--- config.mk ---
export PLATFORM = sky130hd
export DESIGN_NAME = wb_slot_scheduler_m1
export DESIGN_NICKNAME = d
export VERILOG_FILES = /design/src/rtl/wb_slot_scheduler_m1_pkg.sv /design/src/rtl/wb_slot_scheduler_m1_arb.sv /design/src/rtl/wb_slot_scheduler_m1.sv
export SDC_FILE = /design/constraint.sdc
export NUM_CORES = 1
export LEC_CHECK = 0
export ABC_CLOCK_PERIOD_IN_PS = 1800
export BUFFER_PORTS_ARGS = -buffer_cell sky130_fd_sc_hd__buf_2
export CORE_MARGIN = 2
export CORE_UTILIZATION = 45
export CTS_CLUSTER_DIAMETER = 120
export DETAILED_ROUTE_END_ITERATION = 8
export GPL_TIMING_DRIVEN = 0
export MAX_ROUTING_LAYER = met4
export PLACE_DENSITY = 0.65
export SYNTH_ARGS = -nofsm -noshare
export SYNTH_HDL_FRONTEND = slang
export SYNTH_SLANG_ARGS = --single-unit
--- constraint.sdc ---
create_clock -name clk -period 1.8 [get_ports clk]
set_clock_uncertainty 0.05 [all_clocks]
set_input_delay 0 -clock clk [delete_from_list [all_inputs] [get_ports clk]]
set_output_delay 0 -clock clk [all_outputs]
set_load 0.02 [all_outputs]
--- src/rtl/wb_slot_scheduler_m1_pkg.sv ---
// Shared types for the writeback slot scheduler: source encoding and default table depth.
package m1_wb_pkg;

   typedef enum logic [1:0] {
      WB_ALU = 2'd0,
      WB_MUL = 2'd1,
      WB_DIV = 2'd2,
      WB_LSU = 2'd3
   } wb_src_e;

   localparam int WB_MAX_LAT    = 8;
   localparam int WB_STARVE_LIM = 4;

   function automatic logic is_fixed_src(wb_src_e s);
      return (s == WB_ALU) || (s == WB_MUL);
   endfunction

endpackage

--- src/rtl/wb_slot_scheduler_m1_arb.sv ---
// Two-way round-robin arbiter: one-hot grant when enabled, pointer moves to the loser after a grant.
module wb_rr_arbiter_m1 (
   input  logic       clk,
   input  logic       srst_i,
   input  logic       en_i,
   input  logic [1:0] req_i,
   output logic [1:0] gnt_o
);

   logic ptr_q, ptr_d;

   always_comb begin
      gnt_o = 2'b00;
      if (en_i) begin
         if (!ptr_q) begin
            if (req_i[0])      gnt_o = 2'b01;
            else if (req_i[1]) gnt_o = 2'b10;
         end else begin
            if (req_i[1])      gnt_o = 2'b10;
            else if (req_i[0]) gnt_o = 2'b01;
         end
      end
   end

   always_comb begin
      ptr_d = ptr_q;
      if (gnt_o[0])      ptr_d = 1'b1;
      else if (gnt_o[1]) ptr_d = 1'b0;
   end

   always_ff @(posedge clk) begin
      if (srst_i) ptr_q <= 1'b0;
      else        ptr_q <= ptr_d;
   end

endmodule

--- src/rtl/wb_slot_scheduler_m1.sv ---
// Books the single writeback port ahead of time for fixed- and variable-latency units.
// Optional WB_SCHED_STATS_EN adds saturating hold/wait statistics counters.
module wb_slot_scheduler_m1
   import m1_wb_pkg::*;
#(
   parameter int  MAX_LAT    = WB_MAX_LAT,
   parameter int  STARVE_LIM = WB_STARVE_LIM,
   localparam int LW         = $clog2(MAX_LAT + 1),
   localparam int WW         = $clog2(STARVE_LIM + 1)
) (
   input  logic               clk,
   input  logic               sync_rst,
   input  logic               clk_en,
   input  logic               issue_req,
   input  wb_src_e            issue_src,
   input  logic [LW-1:0]      issue_lat,
   output logic               issue_grant,
   input  logic [1:0]         var_req,
   output logic [1:0]         var_grant,
   output logic               wb_valid,
   output wb_src_e            wb_src,
   output logic [MAX_LAT-1:0] busy_map
`ifdef WB_SCHED_STATS_EN
   ,
   output logic [15:0]        stat_issue_hold,
   output logic [15:0]        stat_var_wait
`endif
);

   logic [MAX_LAT:1] res_q, res_d;
   wb_src_e          own_q [MAX_LAT:1];
   wb_src_e          own_d [MAX_LAT:1];
   logic [WW-1:0]    wait_q [2];
   logic [WW-1:0]    wait_d [2];
   logic             wb_valid_q, wb_valid_d;
   wb_src_e          wb_src_q, wb_src_d;

   logic advance, starve, lat_ok, res_hit, issue_l1, slot_free;

   assign advance = clk_en & ~sync_rst;
   assign lat_ok  = (issue_lat >= LW'(1)) && (issue_lat <= LW'(MAX_LAT));

   always_comb begin
      res_hit = 1'b0;
      for (int k = 1; k <= MAX_LAT; k++) begin
         if (issue_lat == LW'(k)) res_hit = res_q[k];
      end
   end

   always_comb begin
      starve = 1'b0;
      for (int i = 0; i < 2; i++) begin
         if (wait_q[i] >= WW'(STARVE_LIM)) starve = 1'b1;
      end
   end

   assign issue_grant = advance & issue_req & ~starve & lat_ok & ~res_hit;
   assign issue_l1    = issue_grant & (issue_lat == LW'(1));
   assign slot_free   = ~res_q[1] & ~issue_l1;

   wb_rr_arbiter_m1 u_arb (
      .clk    (clk),
      .srst_i (sync_rst),
      .en_i   (advance & slot_free),
      .req_i  (var_req),
      .gnt_o  (var_grant)
   );

   // Slot k next cycle is slot k+1 now; a latency-L issue lands in entry L-1 after the shift.
   genvar gi;
   generate
      for (gi = 1; gi < MAX_LAT; gi++) begin : g_slot
         assign res_d[gi] = res_q[gi+1] | (issue_grant & (issue_lat == LW'(gi + 1)));
         assign own_d[gi] = (issue_grant && (issue_lat == LW'(gi + 1))) ? issue_src : own_q[gi+1];
      end
      for (gi = 0; gi < 2; gi++) begin : g_wait
         assign wait_d[gi] = (var_req[gi] && !var_grant[gi])
                           ? ((wait_q[gi] >= WW'(STARVE_LIM)) ? wait_q[gi] : wait_q[gi] + WW'(1))
                           : '0;
      end
   endgenerate
   assign res_d[MAX_LAT] = 1'b0;
   assign own_d[MAX_LAT] = WB_ALU;

   always_comb begin
      wb_valid_d = res_q[1] | issue_l1 | (|var_grant);
      wb_src_d   = WB_ALU;
      if (res_q[1])          wb_src_d = own_q[1];
      else if (issue_l1)     wb_src_d = issue_src;
      else if (var_grant[0]) wb_src_d = WB_DIV;
      else if (var_grant[1]) wb_src_d = WB_LSU;
   end

   always_ff @(posedge clk) begin
      if (sync_rst) begin
         res_q <= '0;
         for (int k = 1; k <= MAX_LAT; k++) own_q[k] <= WB_ALU;
         wait_q[0]  <= '0;
         wait_q[1]  <= '0;
         wb_valid_q <= 1'b0;
         wb_src_q   <= WB_ALU;
      end else if (clk_en) begin
         res_q      <= res_d;
         own_q      <= own_d;
         wait_q     <= wait_d;
         wb_valid_q <= wb_valid_d;
         wb_src_q   <= wb_src_d;
      end
   end

   assign wb_valid = wb_valid_q;
   assign wb_src   = wb_src_q;
   assign busy_map = res_q;

`ifdef WB_SCHED_STATS_EN
   logic [15:0] hold_cnt_q, vwait_cnt_q;

   always_ff @(posedge clk) begin
      if (sync_rst) begin
         hold_cnt_q  <= '0;
         vwait_cnt_q <= '0;
      end else if (clk_en) begin
         if (issue_req && !issue_grant && hold_cnt_q != 16'hFFFF)
            hold_cnt_q <= hold_cnt_q + 16'd1;
         if (((var_req & ~var_grant) != 2'b00) && vwait_cnt_q != 16'hFFFF)
            vwait_cnt_q <= vwait_cnt_q + 16'd1;
      end
   end

   assign stat_issue_hold = hold_cnt_q;
   assign stat_var_wait   = vwait_cnt_q;
`endif

   a_one_src: assert property (@(posedge clk) disable iff (sync_rst)
      $onehot0({res_q[1], issue_l1, var_grant}));
   a_fixed_src: assert property (@(posedge clk) disable iff (sync_rst)
      issue_grant |-> is_fixed_src(issue_src));

endmodule

==> PnR_summary.wiki <==
{| class="wikitable"
! Metric !! Value
|-
| Number of cells produced by synthesis || 208
|-
| Synthesis-stage register bit count || 31
|-
| DRC viols || 0
|-
| Main synth FF type || dfxtp_1
|-
| Net count reported at finish || 258
|-
| Die Y || 67.5 um
|-
| Design Power || ~0.0017 W
|-
| Number of placed I/O pins || 26
|-
| Reg2reg end || own_q[5]
|-
| Number of buffer cells added on primary ports || 22
|-
| Part of the cycle the worst path needs || 0.993
|-
| Diode count || 0
|-
| Max stage delay on crit path || 0.36 ns
|-
| CTS tree || done
|-
| Half-perimeter wire length of the detailed placement result || ~3100 um
|-
| Number of setup violations in the final report || 0
|-
| Proportion of power drawn by combinational gates || 0.158
|-
| Floorplan die area || 4550 sq um
|-
| Vias in the first global route || 1,483
|-
| Clock buffers created by TritonCTS || 5
|-
| Worst r2r src || wait_q[5]
|-
| Commonest non-fill, non-tap cell in the layout || dfxtp_1
|-
| Worst relative slew slack || 0.589
|-
| Critical path type || flop to output pin
|-
| Antenna Violating Nets Remaining || 0
|-
| Avg Inst Size Synth || 8.72 sq um
|-
| Worst-case clock buffer depth || 2
|-
| Global-route wire length before repair || 7130 um
|-
| Part of the Yosys area used for sequential elements || 0.342
|-
| Post-synthesis net count || 224
|-
| Average routed wire per standard cell || 14.7 um
|-
| Max-slew violations || 0
|-
| Slowest cell on the critical path || dfxtp_4
|-
| First-pass iteration count of the detailed router || 4
|-
| Global routing usage summed across all routing layers || 0.220
|-
| PD cells || 790 nW/um^2
|-
| Switching Share || 0.264
|-
| Clk root buf || clkbuf_8
|-
| Initial Util || 0.460
|-
| Global Route met1 Usage || 0.277
|-
| Cell Area, Synth || about 1800 sq um
|-
| EDFF count, synth || 0
|-
| Overall routed net length || around 4300 um
|-
| Fraction of final layout cells with drive strength greater than 1 || 0.276
|-
| H-Tree Depth || 2
|-
| Switching component of the power || between 0.0004 and 0.0005 W
|-
| Worst Path Required || 1.75 ns
|-
| Clock-pin transition on the worst setup and hold timing paths || 0.07 ns
|-
| Clock insertion delay at the later pin of the skew report || 0.28 ns
|-
| Total of warnings raised by yosys || 0
|-
| HP Class || primary input to flop
|-
| Register-to-register setup slack || 0.12 ns
|-
| Clk network pwr share || 0.413
|-
| Startpoint types || flop
|-
| Number of sinks on the clock net || 31
|-
| Most used cells in the layout excluding fill and tap cells || dfxtp_1 (27), nor2_1 (26), buf_2 (23), a211oi_1 (15), inv_1 (14)
|-
| Highest clock frequency the design can meet || 0.559 GHz
|-
| Worst Tran Pin Value || 0.617 ns
|-
| Residual overflow from global routing || 0
|-
| Final Hold Fails || 0
|-
| Async set or reset register ratio after synthesis || 0
|-
| GRT met2 Usage || 0.352
|-
| Placement Rows || 23
|-
| Met3 demand-to-capacity share in global routing || 0.0350
|-
| Critical path startpoint || busy_map[1]
|-
| Highest fanout seen on the critical path || 5
|-
| Distinct cell type count of the synthesized netlist || 51
|-
| Routability congestion estimate || roughly 0.84
|-
| Depth of the most critical reg-to-reg path || 6
|-
| Result of the run || finished clean
|-
| Internal power summed over all cells || about 0.0013 W
|-
| Number of vias per cell after detailed routing || 5.44
|-
| Die span in x || 67.5 um
|-
| Sequential Power Share || 0.430
|-
| Initial DRC Count || 49
|-
| Vias after detailed routing || 1,594
|-
| Maximum number of pins on one net before global-route repair || 11
|-
| Series of cell instances along the critical path || a21o_1, o2111ai_4, a31oi_4, a21boi_4, nor3b_2, buf_6
|-
| # fillers || 369
|-
| GR peak layer || met2
|-
| Antenna violations before repair || 0
|-
| Worst Setup EP || var_grant[0]
|-
| Area added between synthesis and finish || 20.8%
|-
| Total leakage power || 0.893 nW
|-
| Core Area || 3940 sq um
|-
| Maximum capacitance violations || 0
|-
| Final core occ || 0.556
|-
| Shortest period the worst path allows || 1.79 ns
|-
| Setup repair after global routing missed its margin || true
|-
| Kind of capture point of the worst setup path || output pin
|-
| Largest vdd supply drop || about 0.64 mV
|-
| Arrival time of data at the critical path endpoint || approximately 1.7 ns
|}
kinds of logic after synthesis:
group,Yosys count,share of synthesized area
xor gates and xnor gates,1,0.00483
AOI/OAI and AO/OA,49,0.223
other,1,0.00207
and+or+nand+nor,80,0.253
buffers and inverters,28,0.0683
DFF,31,0.342
adders and majority gates,4,0.0276
muxes,14,0.0787
what timing repair did:
item | 4_1_cts | 5_1_grt
hold buffers | 1 | 0
setup buffers | 4 | 2
setup endpoints to repair | 4 | 10
pin swaps | 2 | 3
resized for setup | 11 | 4
hold endpoints to repair | 1 | 0
cells in the mapped netlist (2+ instances only):
master    number  area [sq um]
a211oi_1      15           113
nand3b_1       2          15.0
nand2_1        8          30.0
nor4_1         2          12.5
and3_1         3          18.8
nor3_1         6          30.0
buf_4          4          30.0
or3_1          2          12.5
a21oi_1       11          55.1
inv_1         14          52.6
nor2b_1        5          31.3
ha_1           4          50.1
nand2b_1       4          25.0
o21ai_0        5          25.0
mux2_2         2          22.5
and3b_1        3          26.3
nor2_1        27           101
buf_2          3          15.0
nand4_1        4          25.0
a32oi_1        2          17.5
a311oi_1       3          26.3
buf_1          2          7.51
mux2i_1       12           120
dfxtp_1       31           621
clkbuf_1       5          18.8
nand3_1        3          15.0
o31ai_2        2          25.0
power groups by stage:
stage | clock [W] | sequential [W] | combinational (W)
3_5_place_dp | 0 | 0.000758 | 0.000255
3_3_place_gp | 0 | 0.000759 | 0.000253
2_1_floorplan | 0 | 0.000768 | 0.000165
4_1_cts | 0.000729 | 0.000744 | 0.000270
6_report | 0.000714 | 0.000744 | 0.000273
5_1_grt | 0.000759 | 0.000748 | 0.000302
area by class of cell:
cell class,count,area [sq um],share of cell area
timing repair buffer,29,174,0.0794
inverter,14,52.6,0.0240
tap,50,62.6,0.0286
buffer,12,56.3,0.0257
clock buffer,6,82.6,0.0377
clock inverter,2,35.0,0.0160
multi-input combinational,149,1100,0.502
sequential,31,628,0.287
flip-flops by register name, indices dropped and copies added (netlist names):
| name | cells |
|---|---|
| busy_map | 7 |
| own_q | 14 |
| u_arb.ptr_q | 1 |
| wb_src | 2 |
| wb_valid | 1 |
| wait_q | 6 |
critical path, delay by kind of cell, from the launching register on:
family | cells | cell delay (ns)
DFF | 1 | 0.36
AOI/OAI and AO/OA | 4 | 0.75
buffers and inverters | 1 | 0.14
and+or+nand+nor | 1 | 0.20
stage by stage:
step / TNS (ns) / cell area [sq um] / instances / setup slack [ns] / hold slack, ns
after floorplan: 0 / 1810 / 208 / 0.118 / 0.0891
after global placement: -0.157 / 1990 / 280 / -0.101 / 0.278
after detailed placement: -0.112 / 1990 / 280 / -0.110 / 0.278
after CTS: -0.0734 / 2170 / 292 / -0.0734 / 0.00432
after global routing: -0.252 / 2190 / 293 / -0.0874 / 0.0229
final: 0 / 2190 / 293 / 0.0121 / 0.0165
worst min-delay path by stage:
stage                        endpoint  cells after the start         start  slack, ns
after floorplan             own_q[12]                      2  issue_src[0]       0.09
after global placement    u_arb.ptr_q                      2    var_req[0]       0.28
after detailed placement  u_arb.ptr_q                      2    var_req[0]       0.28
after CTS                   own_q[13]                      3  issue_src[1]      0.004
after global routing        own_q[13]                      3  issue_src[1]       0.02
final                       own_q[13]                      3  issue_src[1]       0.02
layer usage:
metal / vias up / part of all wire
li1: 817 / -
met1: 744 / 0.47
met2: 28 / 0.48
met3: 5 / 0.037
met4: 0 / 0.015
met5: - / 0
No activity file was read; power rests on OpenSTA's default activity.
